$ cat src/rtl/pll_spi_pkg.sv
// Shared constants and state encoding for the PLL SPI responder.
package pll_spi_pkg;

    localparam int FRAME_W  = 32;
    localparam int ADDR_W   = 4;
    localparam int DATA_W   = 28;
    localparam int NUM_REGS = 16;
    localparam int CNT_W    = 6;
    localparam int LOCK_W   = 24;

    localparam logic [ADDR_W-1:0] SOFT_RST_ADDR = 4'd5;
    localparam logic [CNT_W-1:0]  CNT_SAT       = 6'd33;

    typedef enum logic [1:0] {
        ST_IDLE   = 2'd0,
        ST_SHIFT  = 2'd1,
        ST_COMMIT = 2'd2,
        ST_ERROR  = 2'd3
    } state_e;

endpackage

$ cat src/rtl/pll_spi_responder_sync_edge.sv
// spi_sync_edge: multi-stage synchronizer with rise/fall detection on the
// synchronized level. Stages reset to 0 so a chip-select held low across
// reset release never produces a false falling edge.
module spi_sync_edge
    import pll_spi_pkg::*;
#(
    parameter int STAGES = 2
) (
    input  logic clk,
    input  logic rst_n,
    input  logic in_i,
    output logic level_o,
    output logic rise_o,
    output logic fall_o
);

    logic [STAGES-1:0] sync_q;
    logic              prev_q;

    // Shift the raw input through the synchronizer and remember the last level.
    always_ff @(posedge clk or negedge rst_n) begin
        if (!rst_n) begin
            sync_q <= '0;
            prev_q <= 1'b0;
        end else begin
            sync_q <= {sync_q[STAGES-2:0], in_i};
            prev_q <= sync_q[STAGES-1];
        end
    end

    assign level_o = sync_q[STAGES-1];
    assign rise_o  = sync_q[STAGES-1] & ~prev_q;
    assign fall_o  = ~sync_q[STAGES-1] & prev_q;

endmodule

$ cat src/rtl/pll_spi_responder.sv
// pll_spi_responder: SPI (CPOL=0/CPHA=1) slave that writes 32-bit frames
// {payload[27:0], addr[3:0]} into a 16x28 register file and echoes the
// previously committed register on MISO. Optional macro
// PLL_SPI_RESP_LOCK_EN enables the emulated PLL lock counter; without it
// lock simply follows reset release.
module pll_spi_responder
    import pll_spi_pkg::*;
#(
    parameter int SYNC_STAGES = 2,
    parameter int LOCK_DELAY  = 1024
) (
    input  logic              clk,
    input  logic              rst_n,
    input  logic              spi_cs,
    input  logic              spi_sck,
    input  logic              spi_mosi,
    output logic              spi_miso,
    output logic              reg_wr_valid,
    output logic [ADDR_W-1:0] reg_wr_addr,
    output logic [DATA_W-1:0] reg_wr_data,
    output logic              frame_err,
    output logic              soft_rst,
    output logic              lock,
    input  logic [ADDR_W-1:0] rd_addr,
    output logic [DATA_W-1:0] rd_data
);

    logic cs_lvl, cs_rise, cs_fall;
    logic sck_lvl, sck_rise, sck_fall;
    logic mosi_lvl, mosi_rise, mosi_fall;

    spi_sync_edge #(.STAGES(SYNC_STAGES)) u_cs_sync (
        .clk(clk), .rst_n(rst_n), .in_i(spi_cs),
        .level_o(cs_lvl), .rise_o(cs_rise), .fall_o(cs_fall));
    spi_sync_edge #(.STAGES(SYNC_STAGES)) u_sck_sync (
        .clk(clk), .rst_n(rst_n), .in_i(spi_sck),
        .level_o(sck_lvl), .rise_o(sck_rise), .fall_o(sck_fall));
    spi_sync_edge #(.STAGES(SYNC_STAGES)) u_mosi_sync (
        .clk(clk), .rst_n(rst_n), .in_i(spi_mosi),
        .level_o(mosi_lvl), .rise_o(mosi_rise), .fall_o(mosi_fall));

    // Only the cs edges, sck edges and mosi level carry meaning here.
    logic unused_sync;
    assign unused_sync = ^{sck_lvl, mosi_rise, mosi_fall};

    state_e              state_q;
    logic [FRAME_W-1:0]  shreg_q, out_sh_q;
    logic [CNT_W-1:0]    bit_cnt_q, bit_cnt_d;
    logic [ADDR_W-1:0]   echo_q, wr_addr_q;
    logic [DATA_W-1:0]   wr_data_q;
    logic [DATA_W-1:0]   regs_q [NUM_REGS];
    logic                miso_q, valid_q, err_q, soft_q;

    logic [ADDR_W-1:0]   frm_addr;
    logic [DATA_W-1:0]   frm_data;
    logic [FRAME_W-1:0]  echo_word;
    logic                frame_good, soft_hit;

    assign frm_addr   = shreg_q[ADDR_W-1:0];
    assign frm_data   = shreg_q[FRAME_W-1:ADDR_W];
    assign echo_word  = {regs_q[echo_q], echo_q};
    assign frame_good = (state_q == ST_SHIFT) && cs_rise && (bit_cnt_q == CNT_W'(FRAME_W));
    assign soft_hit   = frame_good && (frm_addr == SOFT_RST_ADDR) && frm_data[0];

    // Bit counter sticks at 33 so overlong frames can never look like 32.
    always_comb begin
        bit_cnt_d = (bit_cnt_q == CNT_SAT) ? bit_cnt_q : bit_cnt_q + 1'b1;
    end

    // Frame FSM: shifting, commit/error decision, register file and echo.
    always_ff @(posedge clk or negedge rst_n) begin
        if (!rst_n) begin
            state_q   <= ST_IDLE;
            shreg_q   <= '0;
            out_sh_q  <= '0;
            bit_cnt_q <= '0;
            echo_q    <= '0;
            miso_q    <= 1'b0;
            valid_q   <= 1'b0;
            err_q     <= 1'b0;
            soft_q    <= 1'b0;
            wr_addr_q <= '0;
            wr_data_q <= '0;
            for (int i = 0; i < NUM_REGS; i++) regs_q[i] <= '0;
        end else begin
            valid_q <= 1'b0;
            err_q   <= 1'b0;
            soft_q  <= 1'b0;
            case (state_q)
                ST_SHIFT: begin
                    if (cs_rise) begin
                        miso_q <= 1'b0;
                        if (frame_good) begin
                            state_q   <= ST_COMMIT;
                            valid_q   <= 1'b1;
                            wr_addr_q <= frm_addr;
                            wr_data_q <= frm_data;
                            echo_q    <= frm_addr;
                            if (soft_hit) begin
                                soft_q <= 1'b1;
                                for (int i = 0; i < NUM_REGS; i++) regs_q[i] <= '0;
                            end else begin
                                regs_q[frm_addr] <= frm_data;
                            end
                        end else begin
                            state_q <= ST_ERROR;
                            err_q   <= 1'b1;
                        end
                    end else if (!cs_lvl) begin
                        if (sck_fall) begin
                            shreg_q   <= {shreg_q[FRAME_W-2:0], mosi_lvl};
                            bit_cnt_q <= bit_cnt_d;
                        end
                        if (sck_rise) begin
                            miso_q   <= out_sh_q[FRAME_W-1];
                            out_sh_q <= {out_sh_q[FRAME_W-2:0], 1'b0};
                        end
                    end
                end
                default: begin
                    // IDLE, COMMIT and ERROR all start a new frame on cs fall.
                    miso_q <= 1'b0;
                    if (cs_fall) begin
                        state_q   <= ST_SHIFT;
                        shreg_q   <= '0;
                        bit_cnt_q <= '0;
                        out_sh_q  <= echo_word;
                    end else begin
                        state_q <= ST_IDLE;
                    end
                end
            endcase
        end
    end

    logic lock_q;

`ifdef PLL_SPI_RESP_LOCK_EN
    localparam logic [LOCK_W-1:0] LOCK_LAST = LOCK_W'(LOCK_DELAY - 1);

    logic [LOCK_W-1:0] lock_cnt_q;
    logic              lock_run_q;
    logic              r0_hit;

    assign r0_hit = frame_good && (frm_addr == '0);

    // Lock counter restarts on every R0 commit; soft reset stops it.
    always_ff @(posedge clk or negedge rst_n) begin
        if (!rst_n) begin
            lock_cnt_q <= '0;
            lock_run_q <= 1'b0;
            lock_q     <= 1'b0;
        end else if (soft_hit) begin
            lock_cnt_q <= '0;
            lock_run_q <= 1'b0;
            lock_q     <= 1'b0;
        end else if (r0_hit) begin
            lock_cnt_q <= '0;
            lock_run_q <= 1'b1;
            lock_q     <= 1'b0;
        end else if (lock_run_q) begin
            if (lock_cnt_q == LOCK_LAST) begin
                lock_q     <= 1'b1;
                lock_run_q <= 1'b0;
            end else begin
                lock_cnt_q <= lock_cnt_q + 1'b1;
            end
        end
    end
`else
    logic [LOCK_W-1:0] unused_lock_delay;
    assign unused_lock_delay = LOCK_W'(LOCK_DELAY);

    // Lock is simply released together with reset.
    always_ff @(posedge clk or negedge rst_n) begin
        if (!rst_n) lock_q <= 1'b0;
        else        lock_q <= 1'b1;
    end
`endif

    assign spi_miso     = miso_q;
    assign reg_wr_valid = valid_q;
    assign reg_wr_addr  = wr_addr_q;
    assign reg_wr_data  = wr_data_q;
    assign frame_err    = err_q;
    assign soft_rst     = soft_q;
    assign lock         = lock_q;
    assign rd_data      = regs_q[rd_addr];

endmodule

$ cat config.mk
export PLATFORM = sky130hd
export DESIGN_NAME = pll_spi_responder
export DESIGN_NICKNAME = d
export VERILOG_FILES = /design/src/rtl/pll_spi_pkg.sv /design/src/rtl/pll_spi_responder_sync_edge.sv /design/src/rtl/pll_spi_responder.sv
export SDC_FILE = /design/constraint.sdc
export NUM_CORES = 1
export LEC_CHECK = 0
export ABC_CLOCK_PERIOD_IN_PS = 5400
export BUFFER_PORTS_ARGS = -buffer_cell sky130_fd_sc_hd__buf_4
export CAP_MARGIN = 20
export CORE_MARGIN = 2
export CORE_UTILIZATION = 25
export CTS_CLUSTER_DIAMETER = 40
export DETAILED_ROUTE_END_ITERATION = 10
export GPL_ROUTABILITY_DRIVEN = 0
export GPL_TIMING_DRIVEN = 0
export MAX_ROUTING_LAYER = met4
export SLEW_MARGIN = 10
export SYNTH_ARGS = -nofsm -noshare
export SYNTH_HDL_FRONTEND = slang
export SYNTH_SLANG_ARGS = --single-unit
$ cat constraint.sdc
create_clock -name clk -period 5.4 [get_ports clk]
set_input_delay 0 -clock clk [delete_from_list [all_inputs] [get_ports clk]]
set_output_delay 0 -clock clk [all_outputs]
set_load 0.05 [all_outputs]
==> results of run 1 <==
-- worst max-delay path: cells and delay by family, from the launching register on --
family,cells,cell delay (ns)
AO/OA/AOI/OAI,2,0.57
buffers and inverters,4,2.24
flip-flops,1,0.40
-- per-stage QoR --
stage / instance area [sq um] / utilization, %
2_1_floorplan: 27400 / -
3_3_place_gp: 29700 / 27.3
3_5_place_dp: 29900 / 27.4
4_1_cts: 33200 / 30.5
5_1_grt: 33200 / 30.5
6_report: 33200 / 30.5
-- metal layers --
layer | global-route usage [%] | vias up
met5 | - | -
met3 | 5.11 | 239
li1 | - | 8176
met2 | 27.3 | 1208
met1 | 23.9 | 10800
met4 | 7.45 | 0
-- power by group through the flow --
stage / clock network, W / registers, W / logic [W]
after global placement: 0 / 0.00449 / 0.000811
after detailed placement: 0 / 0.00449 / 0.000840
after floorplan: 0 / 0.00446 / 0.000416
final: 0.00616 / 0.00442 / 0.000851
after CTS: 0.00619 / 0.00442 / 0.000845
after global routing: 0.00639 / 0.00443 / 0.000912
-- kinds of logic after synthesis --
group           count (synthesis)
flops                         565
xor+xnor                        3
simple gates                  309
fa+ha+maj                       3
buf+inv                       234
mux                           259
compound gates                586
other cells                     1
-- cells in the mapped netlist, drive strengths merged --
master	count	area, sq um
buf	118	679
nor4b	3	32.5
o2bb2ai	447	3930
nor2	14	55.1
nand4	2	12.5
ha	3	37.5
nand2	205	812
mux2	6	67.6
and3	3	20.0
inv	20	75.1
or2	3	18.8
o21ai	50	382
mux4	252	5680
nor3	2	10.0
o22ai	28	175
dfrtp	565	14100
a21oi	4	20.0
nor2b	29	189
and2	2	13.8
nor4	1	6.26
o31ai	24	180
xnor2	3	26.3
a22o	1	8.76
nand3	39	195
a31oi	4	25.0
nand3b	1	7.51
conb	1	3.75
o221ai	5	43.8
a211oi	23	173
clkinv	1	5.00
nor4bb	1	10.0
clkbuf	95	357
nand2b	3	18.8
or3	1	6.26
mux2i	1	10.0
-- cell usage in the layout, fill, tap and decap left out, types with 6 or more instances in the layout --
cell type,count
dfrtp_1,565
o2bb2ai_1,445
mux4_2,252
nand2_1,188
clkbuf_1,108
clkbuf_16,95
buf_4,93
buf_2,76
nand3_1,39
o21ai_0,35
o22ai_1,28
nor2b_1,26
o31ai_1,24
a211oi_1,23
inv_1,20
nand2_2,17
clkinv_2,14
nor2_1,13
clkinvlp_4,13
inv_6,13
buf_1,11
bufinv_16,11
o21ai_4,10
buf_6,7
clkbuf_8,7
buf_16,7
mux2_2,6
clkinv_4,6
-- layout make-up --
type / count / area share (%)
plain buffers: 213 / 3.12
clock buffers: 115 / 7.60
inverters: 21 / 0.241
clock inverters: 58 / 2.08
flip-flops and latches: 565 / 42.6
repair buffers: 83 / 2.38
multi-input cells: 1161 / 36.6
well taps: 1414 / 5.33
-- final timing paths --
check                      slack (ns)                              to
max                              2.04        out_sh_q[20]$_DFFE_PN0P_
min                              0.04  u_sck_sync.sync_q[0]$_DFF_PN0_
max reg2reg                      2.04        out_sh_q[20]$_DFFE_PN0P_
min reg2reg                      0.35   u_cs_sync.sync_q[1]$_DFF_PN0_
max in group asynchronous        3.51          regs_q[29]$_DFFE_PN0P_
min in group asynchronous        0.48         regs_q[356]$_DFFE_PN0P_
-- registers in the layout, indices dropped and copies added, names as in the netlist --
register and cells:
regs_q 448, out_sh_q 32, shreg_q 32, reg_wr_data 28, bit_cnt_q 6, reg_wr_addr 4, state_q 2, u_cs_sync.sync_q 2
u_mosi_sync.sync_q 2, u_sck_sync.sync_q 2, frame_err 1, lock 1, reg_wr_valid 1, soft_rst 1, spi_miso 1, u_cs_sync.prev_q 1
u_sck_sync.prev_q 1
==> impl_metrics.env, run 1 <==
export IMPL_synth_compound_gate_area_share_pct=18.0
export IMPL_syn_area_sq_um=27400
export IMPL_diodes=0
export IMPL_insertion_delay_ns=0.65
export IMPL_reg2reg_depth=6
export IMPL_instances_no_fill=3630
export IMPL_hold_class="input pin to register"
export IMPL_crit_arrival_ns=3.89
export IMPL_wl_met1_mm=40.8
export IMPL_cp_data_required_time_ns=5.93
export IMPL_antenna_found_initial=1
export IMPL_num_rows=121
export IMPL_ys_seq_elements=565
export IMPL_cp_cell_sequence="buf_2 > buf_2 > buf_1 > buf_1 > a211oi_1 > o31ai_1"
export IMPL_status="finished clean"
export IMPL_htree_levels=3
export IMPL_drt_pass1_iter_count=5
export IMPL_cts_tree="done"
export IMPL_synthSimpleGateAreaFrac_pct=5.13
export IMPL_finalCriticalPeriod_ns=3.36
export IMPL_critPathLaunchType="register"
export IMPL_wl_mm=102
export IMPL_clockBufferDepth=3
export IMPL_max_stage_delay_ns=0.71
export IMPL_slowest_stage="buf_1"
export IMPL_post_place_cells=3449
export IMPL_seq_area_sq_um=14100
export IMPL_yosys_area_share_adder_pct=0.137
export IMPL_tns_ns=0
export IMPL_clkTransAtPathRegs_ns=0.05
export IMPL_slew_headroom_pct=16.4
export IMPL_fin_crit_sh_pct=62.2
export IMPL_grt_max_degree=109
export IMPL_drcViolationCount=0
export IMPL_clkPwrFrac_pct=53.9
export IMPL_fp_dieH_um=335
export IMPL_dp_hpwl_mm=68.0
export IMPL_worstPathMaxFanout=10
export IMPL_wl_per_cell_um=28.0
export IMPL_nets=2150
export IMPL_dr_wl_met2_mm=46.4
export IMPL_critical_path_class="register to register"
export IMPL_cp_startpoint="reg_wr_addr[1]$_DFFE_PN0P_"
export IMPL_drt_iter0_drc=2535
export IMPL_globalRouteOverflowTotal=0
export IMPL_fp_dieW_um=335
export IMPL_synth_fp_nets=1972
export IMPL_ir_drop_v=0.000236
export IMPL_fill_cells=10800
export IMPL_power_density_nw_per_um2=344
export IMPL_vias=20500
export IMPL_cts_sinks=565
export IMPL_p_seq_share_pct=38.7
export IMPL_synth_top_family_by_area="multiplexers"
export IMPL_port_buffers=69
export IMPL_p_leak_nw=13.6
export IMPL_grt_pass1_wl_mm=148
export IMPL_start_util_pct=25.2
export IMPL_preCtsSetupSlack_ns=2.17
export IMPL_muxShareOfSynthArea_pct=21.0
export IMPL_cts_hold_buffers=6
export IMPL_dieArea_sq_um=112000
export IMPL_synth_seq_area_share_pct=51.6
export IMPL_finalPower_w=0.0114
export IMPL_setup_viol=0
export IMPL_avgViaCountPerCell=5.63
export IMPL_synth_cells=1960
export IMPL_max_freq_ghz=0.298
export IMPL_timing_rr_start="reg_wr_addr[1]$_DFFE_PN0P_"
export IMPL_critPathCaptureType="register"
export IMPL_met3_length_mm=10.1
export IMPL_synth_xor_area_share_pct=0.0958
export IMPL_track_usage_pct=18.5
export IMPL_core_sq_um=109000
export IMPL_drive_above_1_share_pct=29.2
export IMPL_whs_path_depth=2
export IMPL_finClkSkew_ns=0.0241
export IMPL_area_growth_pct=21.1
export IMPL_p_sw_share_pct=26.4
export IMPL_cts_resized=0
export IMPL_rsz0062_at_grt="no"
export IMPL_hp_start="spi_sck"
export IMPL_synth_cell_types=48
export IMPL_worst_slew_pin_slew_ns=1.25
export IMPL_cts_made_buffers=93
export IMPL_cts_root_buf="clkbuf_16"
export IMPL_final_max_slew_viol_count=0
export IMPL_maxCapViolCount=0
export IMPL_multiInputGateArea_sq_um=12200
export IMPL_synth_avg_cell_area_sq_um=14.0
export IMPL_intPower_w=0.00841
export IMPL_top_layer="met4"
export IMPL_finalWorstSetupSlack_ns=2.04
export IMPL_first_global_vias=20500
export IMPL_ant_nets=0
export IMPL_switchingPower_w=0.00302
export IMPL_cts_setup_buffers=0
export IMPL_ioPinCount=74
export IMPL_hold_ws_ns=0.0384
export IMPL_yosysWarningCount=0
export IMPL_final_hold_viol_count=0
export IMPL_pwr_share_comb_pct=7.4
Power figures use the tool's default switching activity.
==> inputs of run 2 (changes only) <==
--- a/config.mk
+++ b/config.mk
@@ -5,7 +5,7 @@
 export SDC_FILE = /design/constraint.sdc
 export NUM_CORES = 1
 export LEC_CHECK = 0
-export ABC_CLOCK_PERIOD_IN_PS = 5400
+export ABC_CLOCK_PERIOD_IN_PS = 3200
 export BUFFER_PORTS_ARGS = -buffer_cell sky130_fd_sc_hd__buf_4
 export CAP_MARGIN = 20
 export CORE_MARGIN = 2
==> constraint.sdc (replaced) <==
create_clock -name clk -period 3.2 [get_ports clk]
set_input_delay 0 -clock clk [delete_from_list [all_inputs] [get_ports clk]]
set_output_delay 0 -clock clk [all_outputs]
set_load 0.05 [all_outputs]
==> run 2 against run 1 <==
The flow now finishes with violations (negative setup slack). Largest power group unchanged. Highest routed layer unchanged. Worst setup slack lost 2.1 ns. Fmax grew 4.2%. Clock-buffer cell count is the same. Non-clock buffer count is the same. Clock power grew 69%. Sequential power grew 69%.
==> impl_metrics.env, run 2 (synthesis gave the netlist of run 1 again) <==
export IMPL_cts_root_buf="clkbuf_16"
export IMPL_cts_made_buffers=93
export IMPL_worstPathMaxFanout=10
export IMPL_rsz0062_at_grt="no"
export IMPL_globalRouteOverflowTotal=0
export IMPL_antenna_found_initial=1
export IMPL_fp_dieW_um=335
export IMPL_track_usage_pct=18.5
export IMPL_grt_pass1_wl_mm=148
export IMPL_drt_iter0_drc=2535
export IMPL_insertion_delay_ns=0.65
export IMPL_drcViolationCount=0
export IMPL_num_rows=121
export IMPL_wl_per_cell_um=28.0
export IMPL_drt_pass1_iter_count=5
export IMPL_crit_arrival_ns=3.77
export IMPL_instances_no_fill=3630
export IMPL_finalWorstSetupSlack_ns=-0.0228
export IMPL_cts_setup_buffers=0
export IMPL_maxCapViolCount=0
export IMPL_finClkSkew_ns=0.0238
export IMPL_clockBufferDepth=3
export IMPL_final_common_cell="dfrtp_1"
export IMPL_vias=20400
export IMPL_cp_data_required_time_ns=3.75
export IMPL_p_seq_share_pct=38.7
export IMPL_critical_path_class="register to register"
export IMPL_area_growth_pct=21.1
export IMPL_largest_reg_flops=448
export IMPL_wl_mm=102
export IMPL_largestRegisters="regs_q x448, out_sh_q x32, shreg_q x32"
export IMPL_clkPwrFrac_pct=53.9
export IMPL_diodes=0
export IMPL_slew_headroom_pct=17.9
export IMPL_port_buffers=69
export IMPL_core_sq_um=109000
export IMPL_avgViaCountPerCell=5.63
export IMPL_nets=2150
export IMPL_cts_sinks=565
export IMPL_ioPinCount=74
export IMPL_hold_path_end="u_sck_sync.sync_q[0]$_DFF_PN0_"
export IMPL_first_global_vias=20500
export IMPL_ir_drop_v=0.000397
export IMPL_final_max_slew_viol_count=0
export IMPL_critPathCaptureType="register"
export IMPL_timing_rr_start="reg_wr_addr[1]$_DFFE_PN0P_"
export IMPL_whs_path_depth=2
export IMPL_drive_above_1_share_pct=29.3
export IMPL_cts_tree="done"
export IMPL_post_place_cells=3449
export IMPL_intPower_w=0.0142
export IMPL_switchingPower_w=0.00509
export IMPL_p_sw_share_pct=26.4
export IMPL_regToRegSetupSlack_ns=-0.02
export IMPL_clkTransAtPathRegs_ns=0.05
export IMPL_final_hold_viol_count=0
export IMPL_dp_hpwl_mm=68.0
export IMPL_max_freq_ghz=0.310
export IMPL_hp_start="spi_sck"
export IMPL_p_leak_nw=13.6
export IMPL_grt_max_degree=109
export IMPL_violations="negative setup slack"
export IMPL_status="complete, but fails checks"
export IMPL_worst_slew_pin_slew_ns=1.23
export IMPL_finalCriticalPeriod_ns=3.22
export IMPL_regMostFlops="regs_q"
export IMPL_fp_dieH_um=335
export IMPL_htree_levels=3
export IMPL_fin_crit_sh_pct=101
export IMPL_critPathLaunchType="register"
export IMPL_final_cell_mix="565 x dfrtp_1, 445 x o2bb2ai_1, 252 x mux4_2"
export IMPL_setup_viol=5
export IMPL_ant_nets=0
export IMPL_power_density_nw_per_um2=581
export IMPL_pwr_share_comb_pct=7.4
export IMPL_dieArea_sq_um=112000
export IMPL_start_util_pct=25.2
export IMPL_hold_ws_ns=0.0389
export IMPL_preCtsSetupSlack_ns=-0.0283
export IMPL_reg2reg_depth=6
export IMPL_hold_class="input pin to register"
export IMPL_reg2reg_to="out_sh_q[16]$_DFFE_PN0P_"
==> run 2: changes by cell type in the layout (fill, tap and decap cells not counted) <==
| cell | change |
|---|---|
| buf_1 | -1 |
| buf_2 | +1 |
==> run 2: routing by layer <==
layer	part of all wire, %	track usage, %	up-vias
met5	0	-	-
met4	4.3	7.45	0
met3	10	5.11	243
met2	46	27.3	1181
met1	40	23.9	10800
li1	-	-	8175
==> run 2: critical path: stages (launching register included) <==
cell and delay [ns]:
dfrtp_1 0.40, buf_2 0.41, buf_2 0.44, buf_1 0.71, clkbuf_1 0.67, a211oi_1 0.22, o31ai_1 0.23
==> run 2: metrics by stage <==
step,cell area [sq um],util [%],TNS (ns),total power (W)
after CTS,33200,30.5,0,0.0193
after global routing,33200,30.5,0,0.0198
final,33200,30.5,-0.0831,0.0193
after global placement,29700,27.3,-2353.76,0.00894
after detailed placement,29900,27.4,-0.0283,0.00899
after floorplan,27400,-,0,0.00824
==> run 2: area by class of cell <==
cell class / count / area (sq um)
multi-input cells: 1161 / 12200
fillers: 10800 / 75700
clock buffers: 115 / 2520
well taps: 1414 / 1770
clock inverters: 58 / 692
flip-flops and latches: 565 / 14100
repair buffers: 83 / 791
plain buffers: 213 / 1040
inverters: 21 / 80.1
==> run 2: how the worst max path moves through the flow <==
| stage | startpoint | to | slack [ns] | depth (start not counted) |
|---|---|---|---|---|
| final | reg_wr_addr[1]$_DFFE_PN0P_ | out_sh_q[16]$_DFFE_PN0P_ | -0.02 | 6 |
| after global placement | rst_n | regs_q[173]$_DFFE_PN0P_ | -4.24 | 1 |
| after floorplan | reg_wr_addr[0]$_DFFE_PN0P_ | out_sh_q[30]$_DFFE_PN0P_ | 0.97 | 6 |
| after global routing | reg_wr_addr[1]$_DFFE_PN0P_ | out_sh_q[14]$_DFFE_PN0P_ | 0.02 | 6 |
| after detailed placement | reg_wr_addr[1]$_DFFE_PN0P_ | out_sh_q[20]$_DFFE_PN0P_ | -0.03 | 6 |
| after CTS | reg_wr_addr[1]$_DFFE_PN0P_ | out_sh_q[9]$_DFFE_PN0P_ | 0.11 | 6 |
==> run 2: what timing repair did <==
action                                  CTS  global route
hold buffers                              6             0
resized for setup                         1             0
endpoints found under the setup margin    1             0
hold endpoints to repair                213             0
==> run 2: power groups by stage <==
stage	sequential [W]	clock (W)	combinational, W
floorplan	0.00753	0	0.000703
global route	0.00747	0.0108	0.00154
detailed placement	0.00757	0	0.00142
finish	0.00746	0.0104	0.00143
global placement	0.00757	0	0.00137
CTS	0.00745	0.0104	0.00143
